[config.mk]
export PLATFORM = sky130hd
export DESIGN_NAME = vga_buffer_reader
export DESIGN_NICKNAME = d
export VERILOG_FILES = /design/src/rtl/vga_buffer_reader_pkg.sv /design/src/rtl/vga_timing_gen.sv /design/src/rtl/vga_buffer_reader.sv
export SDC_FILE = /design/constraint.sdc
export NUM_CORES = 1
export LEC_CHECK = 0
export CORE_MARGIN = 5
export CORE_UTILIZATION = 52
export CTS_BUF_LIST = sky130_fd_sc_hd__clkbuf_2 sky130_fd_sc_hd__clkbuf_4 sky130_fd_sc_hd__clkbuf_8
export DETAILED_ROUTE_END_ITERATION = 8
export PLACE_DENSITY_LB_ADDON = 0.15
export SLEW_MARGIN = 20
export SYNTH_ARGS = -nofsm -noshare
export SYNTH_HDL_FRONTEND = slang
export SYNTH_SLANG_ARGS = --single-unit
export TNS_END_PERCENT = 30
[constraint.sdc]
create_clock -name pclk -period 1.65 [get_ports pclk]
set_input_delay 0.495 -clock pclk [delete_from_list [all_inputs] [get_ports pclk]]
set_output_delay 0.495 -clock pclk [all_outputs]
set_load 0.03 [all_outputs]
[src/rtl/vga_buffer_reader_pkg.sv]
// Shared 640x480@60 VGA timing constants and types for the frame-buffer scan-out path.
package vga_buffer_reader_pkg;

  localparam int unsigned VGA_H_ACTIVE = 640;
  localparam int unsigned VGA_H_FP     = 16;
  localparam int unsigned VGA_H_SYNC   = 96;
  localparam int unsigned VGA_H_BP     = 48;
  localparam int unsigned VGA_H_TOTAL  = VGA_H_ACTIVE + VGA_H_FP + VGA_H_SYNC + VGA_H_BP;

  localparam int unsigned VGA_V_ACTIVE = 480;
  localparam int unsigned VGA_V_FP     = 10;
  localparam int unsigned VGA_V_SYNC   = 2;
  localparam int unsigned VGA_V_BP     = 33;
  localparam int unsigned VGA_V_TOTAL  = VGA_V_ACTIVE + VGA_V_FP + VGA_V_SYNC + VGA_V_BP;

  localparam logic VGA_SYNC_ACTIVE = 1'b0;

  // Both counters share one width; 10 bits covers the 800-clock line and 525-line frame.
  localparam int unsigned CNT_W = 10;

  typedef struct packed {
    logic hs;
    logic vs;
    logic de;
    logic in_img;
    logic fs;
  } vga_ctrl_t;

  localparam vga_ctrl_t CTRL_IDLE = '{
    hs:     ~VGA_SYNC_ACTIVE,
    vs:     ~VGA_SYNC_ACTIVE,
    de:     1'b0,
    in_img: 1'b0,
    fs:     1'b0
  };

  function automatic int unsigned clog2_min1(input int unsigned n);
    return (n <= 1) ? 1 : $clog2(n);
  endfunction

endpackage

[src/rtl/vga_timing_gen.sv]
// VGA raster counters with raw sync/display-enable and line/frame end strobes.
module vga_timing_gen
  import vga_buffer_reader_pkg::*;
#(
  parameter int unsigned H_ACTIVE = VGA_H_ACTIVE,
  parameter int unsigned H_FP     = VGA_H_FP,
  parameter int unsigned H_SYNC   = VGA_H_SYNC,
  parameter int unsigned H_BP     = VGA_H_BP,
  parameter int unsigned V_ACTIVE = VGA_V_ACTIVE,
  parameter int unsigned V_FP     = VGA_V_FP,
  parameter int unsigned V_SYNC   = VGA_V_SYNC,
  parameter int unsigned V_BP     = VGA_V_BP
) (
  input  logic             pclk,
  input  logic             rst_n,
  input  logic             i_en,
  output logic [CNT_W-1:0] o_h_cnt,
  output logic [CNT_W-1:0] o_v_cnt,
  output logic             o_hs,
  output logic             o_vs,
  output logic             o_de,
  output logic             o_line_end,
  output logic             o_frame_end
);

  localparam int unsigned H_TOTAL = H_ACTIVE + H_FP + H_SYNC + H_BP;
  localparam int unsigned V_TOTAL = V_ACTIVE + V_FP + V_SYNC + V_BP;

  localparam logic [CNT_W-1:0] H_LAST   = CNT_W'(H_TOTAL - 1);
  localparam logic [CNT_W-1:0] V_LAST   = CNT_W'(V_TOTAL - 1);
  localparam logic [CNT_W-1:0] H_ACT    = CNT_W'(H_ACTIVE);
  localparam logic [CNT_W-1:0] V_ACT    = CNT_W'(V_ACTIVE);
  localparam logic [CNT_W-1:0] HS_BEGIN = CNT_W'(H_ACTIVE + H_FP);
  localparam logic [CNT_W-1:0] HS_END   = CNT_W'(H_ACTIVE + H_FP + H_SYNC);
  localparam logic [CNT_W-1:0] VS_BEGIN = CNT_W'(V_ACTIVE + V_FP);
  localparam logic [CNT_W-1:0] VS_END   = CNT_W'(V_ACTIVE + V_FP + V_SYNC);

  if (H_TOTAL > (2 ** CNT_W) || V_TOTAL > (2 ** CNT_W)) begin : g_chk_cnt_w
    $error("vga_timing_gen: raster totals exceed counter width");
  end

  logic [CNT_W-1:0] r_h_cnt;
  logic [CNT_W-1:0] r_v_cnt;
  logic             w_line_end;
  logic             w_frame_end;

  assign w_line_end  = (r_h_cnt == H_LAST);
  assign w_frame_end = w_line_end && (r_v_cnt == V_LAST);

  always_ff @(posedge pclk or negedge rst_n) begin
    if (!rst_n) begin
      r_h_cnt <= '0;
      r_v_cnt <= '0;
    end else if (i_en) begin
      if (w_line_end) begin
        r_h_cnt <= '0;
        r_v_cnt <= w_frame_end ? '0 : r_v_cnt + 1'b1;
      end else begin
        r_h_cnt <= r_h_cnt + 1'b1;
      end
    end
  end

  assign o_h_cnt     = r_h_cnt;
  assign o_v_cnt     = r_v_cnt;
  assign o_hs        = (r_h_cnt >= HS_BEGIN && r_h_cnt < HS_END) ? VGA_SYNC_ACTIVE
                                                                 : ~VGA_SYNC_ACTIVE;
  assign o_vs        = (r_v_cnt >= VS_BEGIN && r_v_cnt < VS_END) ? VGA_SYNC_ACTIVE
                                                                 : ~VGA_SYNC_ACTIVE;
  assign o_de        = (r_h_cnt < H_ACT) && (r_v_cnt < V_ACT);
  assign o_line_end  = w_line_end;
  assign o_frame_end = w_frame_end;

endmodule

[src/rtl/vga_buffer_reader.sv]
// Scans the camera frame buffer (registered-read EBR) out to VGA as SCALE-replicated greyscale,
// with sync and pixel data aligned through a fixed 2-stage pipeline.
module vga_buffer_reader
  import vga_buffer_reader_pkg::*;
#(
  parameter int unsigned H_ACTIVE = VGA_H_ACTIVE,
  parameter int unsigned H_FP     = VGA_H_FP,
  parameter int unsigned H_SYNC   = VGA_H_SYNC,
  parameter int unsigned H_BP     = VGA_H_BP,
  parameter int unsigned V_ACTIVE = VGA_V_ACTIVE,
  parameter int unsigned V_FP     = VGA_V_FP,
  parameter int unsigned V_SYNC   = VGA_V_SYNC,
  parameter int unsigned V_BP     = VGA_V_BP,
  parameter int unsigned IMG_W    = 32,
  parameter int unsigned IMG_H    = 32,
  parameter int unsigned SCALE    = 8,
  parameter int unsigned ADDR_W   = 10,
  parameter int unsigned DATA_W   = 4
) (
  input  logic              pclk,
  input  logic              rst_n,
  input  logic [DATA_W-1:0] RDATA,
  output logic [ADDR_W-1:0] RADDR,
  output logic              RE,
  output logic [3:0]        vga_r,
  output logic [3:0]        vga_g,
  output logic [3:0]        vga_b,
  output logic              vga_hs,
  output logic              vga_vs,
  output logic              de,
  output logic              frame_start
);

  if (IMG_W * IMG_H > (2 ** ADDR_W)) begin : g_chk_addr
    $error("vga_buffer_reader: image does not fit the buffer address space");
  end
  if (IMG_W * SCALE > H_ACTIVE || IMG_H * SCALE > V_ACTIVE) begin : g_chk_fit
    $error("vga_buffer_reader: scaled image exceeds the active area");
  end
  if (SCALE < 1 || SCALE > 16) begin : g_chk_scale
    $error("vga_buffer_reader: SCALE must be 1..16");
  end
  if (DATA_W != 4) begin : g_chk_data
    $error("vga_buffer_reader: DATA_W must be 4 for the 4-bit colour outputs");
  end

  localparam int unsigned XW = clog2_min1(SCALE);
  localparam int unsigned CW = clog2_min1(IMG_W);
  localparam int unsigned RW = clog2_min1(IMG_H);

  localparam logic [XW-1:0]    SUB_LAST = XW'(SCALE - 1);
  localparam logic [CW-1:0]    COL_LAST = CW'(IMG_W - 1);
  localparam logic [RW-1:0]    ROW_LAST = RW'(IMG_H - 1);
  localparam logic [CNT_W-1:0] IMG_HPIX = CNT_W'(IMG_W * SCALE);
  localparam logic [CNT_W-1:0] IMG_VPIX = CNT_W'(IMG_H * SCALE);

  logic             r_run;
  logic [CNT_W-1:0] w_h_cnt;
  logic [CNT_W-1:0] w_v_cnt;
  logic             w_hs;
  logic             w_vs;
  logic             w_de;
  logic             w_line_end;
  logic             w_frame_end;
  logic             w_v_in;
  logic             w_in_img;

  logic [XW-1:0]     r_x_sub;
  logic [CW-1:0]     r_col;
  logic [XW-1:0]     r_y_sub;
  logic [RW-1:0]     r_row;
  logic [ADDR_W-1:0] r_row_base;

  vga_ctrl_t         w_ctrl0;
  vga_ctrl_t         r_ctrl1;
  logic [DATA_W-1:0] r_pix;
  logic              r_hs;
  logic              r_vs;
  logic              r_de;
  logic              r_fs;

  // Counters sit at (0,0) for one clock after release, so the first frame_start lands on edge 3.
  always_ff @(posedge pclk or negedge rst_n) begin
    if (!rst_n) begin
      r_run <= 1'b0;
    end else begin
      r_run <= 1'b1;
    end
  end

  vga_timing_gen #(
    .H_ACTIVE (H_ACTIVE),
    .H_FP     (H_FP),
    .H_SYNC   (H_SYNC),
    .H_BP     (H_BP),
    .V_ACTIVE (V_ACTIVE),
    .V_FP     (V_FP),
    .V_SYNC   (V_SYNC),
    .V_BP     (V_BP)
  ) u_timing (
    .pclk        (pclk),
    .rst_n       (rst_n),
    .i_en        (r_run),
    .o_h_cnt     (w_h_cnt),
    .o_v_cnt     (w_v_cnt),
    .o_hs        (w_hs),
    .o_vs        (w_vs),
    .o_de        (w_de),
    .o_line_end  (w_line_end),
    .o_frame_end (w_frame_end)
  );

  assign w_v_in   = (w_v_cnt < IMG_VPIX);
  assign w_in_img = (w_h_cnt < IMG_HPIX) && w_v_in;

  // Counter-based addressing: row_base steps by IMG_W per source row instead of row*IMG_W.
  always_ff @(posedge pclk or negedge rst_n) begin
    if (!rst_n) begin
      r_x_sub    <= '0;
      r_col      <= '0;
      r_y_sub    <= '0;
      r_row      <= '0;
      r_row_base <= '0;
    end else if (r_run) begin
      if (w_line_end) begin
        r_x_sub <= '0;
        r_col   <= '0;
        if (w_frame_end) begin
          r_y_sub    <= '0;
          r_row      <= '0;
          r_row_base <= '0;
        end else if (w_v_in) begin
          if (r_y_sub == SUB_LAST) begin
            r_y_sub <= '0;
            if (r_row == ROW_LAST) begin
              r_row      <= '0;
              r_row_base <= '0;
            end else begin
              r_row      <= r_row + 1'b1;
              r_row_base <= r_row_base + ADDR_W'(IMG_W);
            end
          end else begin
            r_y_sub <= r_y_sub + 1'b1;
          end
        end
      end else if (w_in_img) begin
        if (r_x_sub == SUB_LAST) begin
          r_x_sub <= '0;
          r_col   <= (r_col == COL_LAST) ? '0 : r_col + 1'b1;
        end else begin
          r_x_sub <= r_x_sub + 1'b1;
        end
      end
    end
  end

  assign RADDR = r_row_base + ADDR_W'(r_col);
  assign RE    = w_in_img && r_run;

  always_comb begin
    w_ctrl0 = CTRL_IDLE;
    if (r_run) begin
      w_ctrl0.hs     = w_hs;
      w_ctrl0.vs     = w_vs;
      w_ctrl0.de     = w_de;
      w_ctrl0.in_img = w_in_img;
      w_ctrl0.fs     = (w_h_cnt == '0) && (w_v_cnt == '0);
    end
  end

  // Stage 1 waits alongside the EBR read; stage 2 registers pixel and sync together.
  always_ff @(posedge pclk or negedge rst_n) begin
    if (!rst_n) begin
      r_ctrl1 <= CTRL_IDLE;
      r_pix   <= '0;
      r_hs    <= ~VGA_SYNC_ACTIVE;
      r_vs    <= ~VGA_SYNC_ACTIVE;
      r_de    <= 1'b0;
      r_fs    <= 1'b0;
    end else begin
      r_ctrl1 <= w_ctrl0;
      r_pix   <= r_ctrl1.in_img ? RDATA : '0;
      r_hs    <= r_ctrl1.hs;
      r_vs    <= r_ctrl1.vs;
      r_de    <= r_ctrl1.de;
      r_fs    <= r_ctrl1.fs;
    end
  end

  assign vga_r       = r_pix;
  assign vga_g       = r_pix;
  assign vga_b       = r_pix;
  assign vga_hs      = r_hs;
  assign vga_vs      = r_vs;
  assign de          = r_de;
  assign frame_start = r_fs;

endmodule

==> run_results.csv, run 1 <==
group,metric,value,unit
finish,nets,397,
drt,vias,2428,
clocking,cts.sinks,55,
timing,slew_violations,0,
grt,antenna_found_initial,0,
drt,wl_per_cell,14.35,um
clocking,clock_latency,0.31,ns
grt,grt_usage,0.1871,
outcome,failed_checks,"negative setup slack",
clocking,root_buffer,"clkbuf_8",
synth,syn_area,2856,um^2
worst_setup_path,cp.required,1.15,ns
synth,avgSynthCellArea,9.884,um^2
synth,yosys_warnings,0,
synth,synth.area.top_cells,"dfrtp_1 (45%), ha_1 (6.1%), nand2_1 (4.1%)",
timing,setup_tns,-1.106,ns
timing,fmax,538.1,MHz
timing,rsz0062_at_grt,"yes",
power_and_ir_drop,p_leak,1.891,nW
place,place_area,3607,um^2
grt,grt_pass1_vias,2348,
worst_setup_path,crit_path_start,"u_timing.o_v_cnt[9]$_DFFE_PN0P_",
clocking,clk_pin_slew_worst_paths,0.10,ns
drt,first_pass_iters,5,
finish,stdcell_area,3911,um^2
synth,synth_edf_count,0,
synth,synth_top_area_frac,0.4468,
place,gp_congestion,0.8519,
synth,yosysSeqAreaShare,0.4836,
power_and_ir_drop,ir_worst_vdd,0.5838,mV
worst_hold_path,hold_path.class,"in2async",
floorplanning,die_area,7075,um^2
synth,syn_inst,289,
power_and_ir_drop,p_per_area,840.1,nW/um^2
drt,drt_wl_total,6459,um
grt,grt_max_degree,56,
finish,diodes,0,
worst_setup_path,worstSetupStartpointType,"register",
timing,clock_skew,0.01526,ns
grt,grt_pass1_wl,10810,um
clocking,clock_path_buffers,2,
timing,timing.final.hold_violations,0,
timing,setup_viol,17,
floorplanning,initial_core_util,0.5285,
synth,synth_seq_cells,55,
floorplanning,core,5405,um^2
drt,postRouteAntennaNets,0,
grt,grt_remaining_overflow,0,
place,post-dp-hpwl,4530,um
finish,drive_above_1_share,0.3201,
finish,stdcell_count,450,
worst_setup_path,cp-end-kind,"output pin",
timing,period_share,1.126,
timing,setup_slack,-0.2083,ns
floorplanning,die_y,84.12,um
synth,synth_cell_types,43,
synth,synthFlopType,"dfrtp_1",
worst_setup_path,regToRegStartpoint,"u_timing.o_h_cnt[0]$_DFFE_PN0P_",
outcome,status,"finished, violations left",
synth,syn_nets,309,
worst_setup_path,worstPathArrival,1.36,ns
floorplanning,io_pins,33,
finish,syn_to_final_growth,36.93,%
worst_setup_path,r2r_setup_slack,-0.12,ns
synth,ys_async_sr_fraction,1.000,
worst_setup_path,critical_path_peak_fanout,2,
place,io_buffers,32,
timing,period_minus_slack,1.858,ns
clocking,cts_hold_buf,0,
place,place_ws,-0.1722,ns
clocking,htreeDepth,2,
drt,drc,0,
job,max-cap-violations,0,
worst_setup_path,criticalPathCategory,"reg2out",
synth,yosysTopAreaCell,"dfrtp_1",
clocking,cts_inserted_buffers,5,
clocking,tritoncts,"done",
drt,viasPerCell,5.396,
place,placedCellCount,431,
floorplanning,placementRows,27,
drt,drtIter0Drc,144,
floorplanning,die_w,84.12,um
-- Yosys cell counts (all sizes together) (5+ instances only) --
master and count:
dfrtp 51, nand2 32, o21ai 22, nor2 19, inv 15, ha 14, clkbuf 11, buf 10
nand3 10, and3 8, a22o 7, nand4 7, xnor2 7, a31oi 6, a32o 5, and2 5
nor3 5, o22ai 5, o41ai 5
-- power breakdown --
part,leakage [nW],switching [mW],total [mW],internal (mW)
clock network,0.0446,0.439,0.753,0.314
logic,1.14,0.508,0.952,0.444
registers,0.707,0.102,1.58,1.48
total,1.89,1.05,3.29,2.24
-- flip-flops by register name (all words and copies together), names as in the netlist --
register          cells
de                    1
frame_start           1
r_col                 5
r_ctrl1               5
r_row                 5
r_row_base            5
r_run                 1
r_x_sub               3
r_y_sub               3
u_timing.o_h_cnt     10
u_timing.o_v_cnt     10
vga_b                 4
vga_hs                1
vga_vs                1
-- worst max-delay path, stage by stage, from the launching register on --
cell	delay, ns
dfrtp_1	0.40
buf_6	0.12
nand2b_4	0.13
nand3b_1	0.20
inv_2	0.09
buf_6	0.13
-- routing by layer --
layer,routed length (um),share of wire,global-route usage
met1,2795,0.43,0.2437
met2,3278,0.51,0.3164
met3,305,0.047,0.03455
met4,80,0.012,0.05702
met5,0,0,0
-- repair_timing --
item / CTS / global route
setup buffers: 2 / 8
cloned: 0 / 1
gates resized for setup: 37 / 27
pin swaps: 6 / 4
setup endpoints to repair: 42 / 31
-- cells by family (layout without fill, tap and decap cells) --
kind of cell	count (synthesis)	count (layout)	share of synthesized area
AO/OA/AOI/OAI	61	62	0.1445
XOR/XNOR	11	11	0.03373
adder cells (fa/ha/maj)	14	14	0.06132
buffers and inverters	36	124	0.06088
flip-flops	55	55	0.4836
multiplexers	2	2	0.007446
other	2	2	0.002629
AND/OR/NAND/NOR	108	108	0.2059
-- layout make-up --
| class | count | area (um^2) |
|---|---|---|
| Multi-Input combinational cell | 199 | 1459 |
| Sequential cell | 55 | 1384 |
| Inverter | 15 | 56.30 |
| Timing Repair Buffer | 101 | 833.3 |
| Tap cell | 72 | 90.09 |
| Clock inverter | 2 | 12.51 |
| Fill cell | 414 | 1494 |
| Clock buffer | 6 | 76.32 |
-- worst paths after layout --
kind,end,cells after the start
max,RE,5
min reg2reg,vga_hs$_DFF_PN1_,0
min,r_col[3]$_DFFE_PN0P_,2
max in group asynchronous,vga_hs$_DFF_PN1_,2
min in group pclk,vga_hs$_DFF_PN1_,0
max reg2reg,r_row_base[5]$_DFFE_PN0P_,7
-- through the flow --
stage / hold WS [ns] / util / power (mW)
floorplan: 0.1994 / - / 2.186
global placement: 0.3332 / 0.6674 / 2.523
detailed placement: 0.3470 / 0.6674 / 2.556
CTS: 0.1865 / 0.6942 / 3.298
global route: 0.1924 / 0.7236 / 3.488
finish: 0.1646 / 0.7236 / 3.286
-- layout by cell type, fill, tap and decap left out, drive strengths merged, types with 5 or more instances in the layout --
cell,n
o21ai,23
a32o,5
clkbuf,6
nand4,7
dfrtp,51
inv,15
and3,8
ha,14
a22o,7
o41ai,5
buf,77
nand2,32
dlygate4sd2,18
o22ai,5
nand3,10
nor2,19
xnor2,7
a31oi,6
nor3,5
and2,5
Power figures use the tool's default switching activity.
==> run 2: changes to the inputs <==
Settings changed: CORE_UTILIZATION 52 to 30.
==> run 2 against run 1 <==
Compared with the run above:
- the flow still finishes with violations (negative setup slack)
- setup slack better by 0.0082 ns
- clock skew shrank 0.0057 ns
- sequential share of layout area decreased by 1.1 points
- die area up 64%
- routed wire length increased by 9.1%
- final cell count rose by 12%
- non-clock buffer count decreased by 1
- largest power group unchanged
- fmax is 0.44% higher
- sequential cell count stayed put
==> run_results.csv, run 2 (synthesized netlist as in run 1, its figures left out) <==
group,metric,value,unit
outcome,status,"finished, violations left",
outcome,failed_checks,"negative setup slack",
power_and_ir_drop,combPwrFrac,0.282,
finish,drive_above_1_share,0.3475,
clocking,htreeDepth,2,
worst_setup_path,cp.required,1.15,ns
grt,antenna_found_initial,0,
worst_setup_path,crit_top_cell,"buf_6",
drt,vias,2406,
clocking,root_buffer,"clkbuf_8",
drt,first_pass_iters,4,
floorplanning,initial_core_util,0.3077,
timing,period_minus_slack,1.850,ns
timing,fmax,540.5,MHz
worst_setup_path,slowest_delay,0.41,ns
worst_setup_path,worstSetupStartpointType,"register",
timing,setup_slack,-0.2001,ns
clocking,cts_hold_buf,0,
worst_setup_path,r2r_setup_slack,-0.16,ns
timing,setup_viol,18,
timing,setup_tns,-1.296,ns
worst_setup_path,critical_path_peak_fanout,2,
floorplanning,die_y,107.6,um
place,gp_congestion,0.7824,
worst_setup_path,crit_path_start,"u_timing.o_v_cnt[9]$_DFFE_PN0P_",
drt,postRouteAntennaNets,0,
finish,syn_to_final_growth,41.48,%
timing,hold_slack,0.1670,ns
floorplanning,core,9284,um^2
finish,layout_commonest_cell,"buf_4",
worst_setup_path,r2r_end,"r_row[3]$_DFFE_PN0P_",
clocking,clk_pin_slew_worst_paths,0.10,ns
worst_setup_path,worstPathArrival,1.36,ns
clocking,cts_inserted_buffers,5,
worst_setup_path,criticalPathCategory,"reg2out",
finish,num-fill-cells,939,
finish,final_cell_mix,"buf_4 (62), dfrtp_1 (48), nand2_1 (28)",
floorplanning,die_w,107.6,um
power_and_ir_drop,switching_share,0.3159,
timing,clock_skew,0.009566,ns
timing,timing.final.hold_violations,0,
floorplanning,io_pins,33,
drt,viasPerCell,4.755,
grt,grt_pass1_wl,11160,um
floorplanning,placementRows,35,
drt,drt_wl_total,7048,um
grt,grt_max_degree,56,
power_and_ir_drop,p_switching,1.079,mW
timing,slew_violations,0,
clocking,clock_latency,0.31,ns
power_and_ir_drop,p_clk_frac,0.253,
worst_setup_path,regToRegStartpoint,"u_timing.o_v_cnt[9]$_DFFE_PN0P_",
worst_setup_path,cp-end-kind,"output pin",
finish,stdcell_area,4041,um^2
power_and_ir_drop,internal_power,2.338,mW
floorplanning,die_area,11570,um^2
grt,grt_remaining_overflow,0,
place,io_buffers,32,
timing,rsz0062_at_grt,"yes",
clocking,cts.sinks,55,
timing,period_share,1.121,
place,place_area,3671,um^2
drt,wl_per_cell,13.93,um
drt,drc,0,
finish,nets,396,
worst_setup_path,worstPathCellList,"buf_6 > nand2b_4 > nand3b_1 > inv_2 > buf_6",
worst_hold_path,hold_path.class,"in2async",
drt,drtIter0Drc,58,
clocking,tritoncts,"done",
worst_setup_path,slowest_stage,"dfrtp_1",
power_and_ir_drop,seq_power_share,0.465,
finish,diodes,0,
clocking,clock_path_buffers,2,
power_and_ir_drop,p_leak,1.895,nW
place,post-dp-hpwl,4839,um
grt,grt_pass1_vias,2242,
power_and_ir_drop,ir_worst_vdd,0.3789,mV
place,place_ws,-0.1226,ns
power_and_ir_drop,p_per_area,845.6,nW/um^2
grt,grt_usage,0.1197,
job,max-cap-violations,0,
worst_setup_path,r2r_cells,8,
run 2: changes by cell type in the layout (fill, tap and decap cells not counted), sizes merged:
cell	delta
clkbuf	+3
clkdlybuf4s15	-2
clkinv	-1
clkinvlp	-1
run 2: worst max path at each step:
stage                                            to  slack (ns)
final                                            RE       -0.20
after global routing                             RE       -0.29
after CTS                                  RADDR[1]       -0.21
after detailed placement  r_row_base[9]$_DFFE_PN0P_       -0.12
after global placement    r_row_base[9]$_DFFE_PN0P_       -0.12
after floorplan                r_row[2]$_DFFE_PN0P_       -0.07
run 2: final cells by class:
cell class	instances	area [um^2]	area share
timing repair buffer	100	848.3	0.2099
multi-input combinational	199	1486	0.3678
sequential	55	1385	0.3427
tap	129	161.4	0.03994
inverter	15	56.30	0.01393
clock buffer	8	103.9	0.02570
run 2: repair_timing:
action	4_1_cts	5_1_grt
setup buffers	3	7
gates cloned	0	1
endpoints found under the setup margin	39	37
endpoints found under the hold margin	0	0
pin swaps	4	19
resized for setup	32	52
run 2: worst max-delay path: cells and delay by family, from the launching register on:
kind                   cells  cell delay [ns]
flip-flops                 1             0.41
AND/OR/NAND/NOR            2             0.30
buffers and inverters      3             0.33
run 2: routing by layer:
metal,global-route usage,share of wire,vias to the layer above
met2,0.1909,0.48,51
met4,0.02525,0.011,0
met1,0.1673,0.46,1148
li1,-,-,1199
met5,0,0,-
met3,0.02519,0.042,8
run 2: stage by stage:
stage | total power [mW] | util | instances
final | 3.418 | 0.4353 | 506
after global routing | 3.629 | 0.4353 | 506
after CTS | 3.409 | 0.4116 | 498
after global placement | 2.544 | 0.3954 | 487
after floorplan | 2.186 | - | 289
after detailed placement | 2.565 | 0.3954 | 487
run 2: power groups by stage:
stage	Combinational, mW	Clock, mW	Sequential (mW)
4_1_cts	0.940	0.887	1.58
3_3_place_gp	0.940	0	1.60
6_report	0.965	0.864	1.59
3_5_place_dp	0.955	0	1.61
2_1_floorplan	0.551	0	1.64
5_1_grt	1.07	0.948	1.61
==> run 3: changes to the inputs <==
Settings changed: PLACE_DENSITY from default to 0.61, PLACE_DENSITY_LB_ADDON 0.15 to default.
==> run 3 against run 2 <==
Compared with the run above:
- the flow still finishes with violations (negative setup slack)
- power down 1.3%
- design area up 2.0%
- utilization up 0.89 points
- routed wire length down 4.9%
- fmax down 0.84%
- count of clock-buffer cells in the layout unchanged
- worst hold slack worse by 0.078 ns
- first-iteration DRC count up 81%
- global-route usage down 0.21 points
- clock skew up 0.0015 ns
- die area unchanged
- critical path type unchanged
- largest power group unchanged
- highest routed layer unchanged
==> run_results.csv, run 3 (synthesized netlist as in run 1, its figures left out) <==
group,metric,value,unit
clocking,cts_hold_buf,0,
grt,grt_remaining_overflow,0,
floorplanning,die_w,107.6,um
outcome,failed_checks,"negative setup slack",
place,place_area,3724,um^2
timing,period_minus_slack,1.866,ns
clocking,root_buffer,"clkbuf_8",
drt,drtIter0Drc,105,
finish,drive_above_1_share,0.3532,
floorplanning,placementRows,35,
worst_setup_path,worstPathCellList,"buf_6 > nand2b_4 > nand3b_1 > inv_2 > buf_6",
worst_setup_path,crit_path_start,"u_timing.o_v_cnt[9]$_DFFE_PN0P_",
clocking,tritoncts,"done",
drt,viasPerCell,4.751,
floorplanning,die_y,107.6,um
grt,grt_max_degree,25,
timing,setup_viol,17,
worst_setup_path,worstSetupStartpointType,"register",
worst_setup_path,slowest_stage,"dfrtp_1",
grt,grt_pass1_wl,11160,um
drt,wl_per_cell,13.04,um
drt,vias,2442,
finish,syn_to_final_growth,44.37,%
finish,num-fill-cells,923,
finish,final_cell_mix,"buf_4 (68), dfrtp_1 (49), nand2_1 (29)",
floorplanning,initial_core_util,0.3077,
clocking,htreeDepth,2,
finish,nets,404,
grt,grt_usage,0.1176,
floorplanning,io_pins,33,
worst_setup_path,regToRegStartpoint,"u_timing.o_h_cnt[6]$_DFFE_PN0P_",
timing,rsz0062_at_grt,"yes",
drt,postRouteAntennaNets,0,
timing,fmax,536.0,MHz
drt,drc,0,
grt,grt_pass1_vias,2385,
clocking,clock_path_buffers,2,
clocking,clk_pin_slew_worst_paths,0.10,ns
worst_setup_path,criticalPathCategory,"reg2out",
worst_setup_path,cp-end-kind,"output pin",
worst_setup_path,slowest_delay,0.41,ns
grt,antenna_found_initial,0,
outcome,status,"finished, violations left",
timing,timing.final.hold_violations,0,
timing,clock_skew,0.01111,ns
worst_setup_path,endpoint,"RE",
place,post-dp-hpwl,4811,um
place,gp_congestion,0.7892,
worst_setup_path,crit_top_cell,"buf_6",
finish,layout_commonest_cell,"buf_4",
power_and_ir_drop,p_per_area,817.7,nW/um^2
finish,diodes,0,
power_and_ir_drop,ir_worst_vdd,0.3737,mV
place,io_buffers,32,
job,max-cap-violations,0,
worst_setup_path,critical_path_peak_fanout,2,
timing,setup_slack,-0.2157,ns
finish,stdcell_area,4124,um^2
worst_setup_path,r2r_cells,7,
worst_hold_path,hold_path.class,"in2async",
worst_setup_path,r2r_setup_slack,-0.13,ns
worst_setup_path,worstPathArrival,1.37,ns
power_and_ir_drop,p_leak,1.962,nW
clocking,cts.sinks,55,
floorplanning,core,9284,um^2
worst_setup_path,cp.required,1.15,ns
clocking,cts_inserted_buffers,5,
drt,first_pass_iters,4,
clocking,clock_latency,0.31,ns
place,place_ws,-0.1038,ns
timing,slew_violations,0,
floorplanning,die_area,11570,um^2
timing,period_share,1.131,
drt,drt_wl_total,6704,um
worst_setup_path,r2r_end,"r_row_base[8]$_DFFE_PN0P_",
run 3: layout make-up:
type / count / area [um^2] / area share
clock buffer: 8 / 103.9 / 0.02518
inverter: 15 / 56.30 / 0.01365
multi-input combinational: 199 / 1499 / 0.3635
sequential: 55 / 1384 / 0.3356
tap: 129 / 161.4 / 0.03914
timing repair buffer: 108 / 919.6 / 0.2230
run 3: critical path: cells and delay by family, from the launching register on:
| family | cells | cell delay (ns) |
|---|---|---|
| flip-flops | 1 | 0.41 |
| buffers and inverters | 3 | 0.34 |
| AND/OR/NAND/NOR | 2 | 0.32 |
run 3: how the worst min path moves through the flow:
stage	start	to	cells past startpoint
finish	rst_n	r_row_base[7]$_DFFE_PN0P_	1
detailed placement	r_ctrl1[2]$_DFF_PN0_	de$_DFF_PN0_	0
global route	rst_n	r_row_base[7]$_DFFE_PN0P_	1
CTS	rst_n	r_row_base[7]$_DFFE_PN0P_	1
global placement	r_ctrl1[0]$_DFF_PN0_	frame_start$_DFF_PN0_	0
floorplan	rst_n	de$_DFF_PN0_	0
run 3: metal layers:
| metal | global-route usage | part of all wire | wire length, um |
|---|---|---|---|
| met1 | 0.1547 | 0.46 | 3115 |
| met2 | 0.1940 | 0.48 | 3226 |
| met5 | 0 | 0 | 0 |
| met4 | 0.02705 | 0.010 | 70 |
| met3 | 0.02999 | 0.044 | 292 |
run 3: where the power goes:
group / internal, mW / switching (mW)
sequential: 1.48 / 0.105
combinational: 0.449 / 0.505
clock: 0.401 / 0.434
total: 2.33 / 1.04
run 3: repair_timing:
action,CTS,global route
gates resized for setup,33,58
pin swaps,9,25
buffers inserted,3,9
endpoints found under the setup margin,43,33
cloned,0,1
run 3: per-stage QoR:
step | hold slack [ns] | util | cells | total power [mW] | setup TNS, ns
global route | 0.1099 | 0.4442 | 514 | 3.596 | -3.421
global placement | 0.3367 | 0.4011 | 494 | 2.528 | -0.4453
detailed placement | 0.3347 | 0.4011 | 494 | 2.548 | -1.038
CTS | 0.09814 | 0.4160 | 505 | 3.368 | -1.287
finish | 0.08897 | 0.4442 | 514 | 3.372 | -1.289
floorplan | 0.1994 | - | 289 | 2.186 | -0.7804
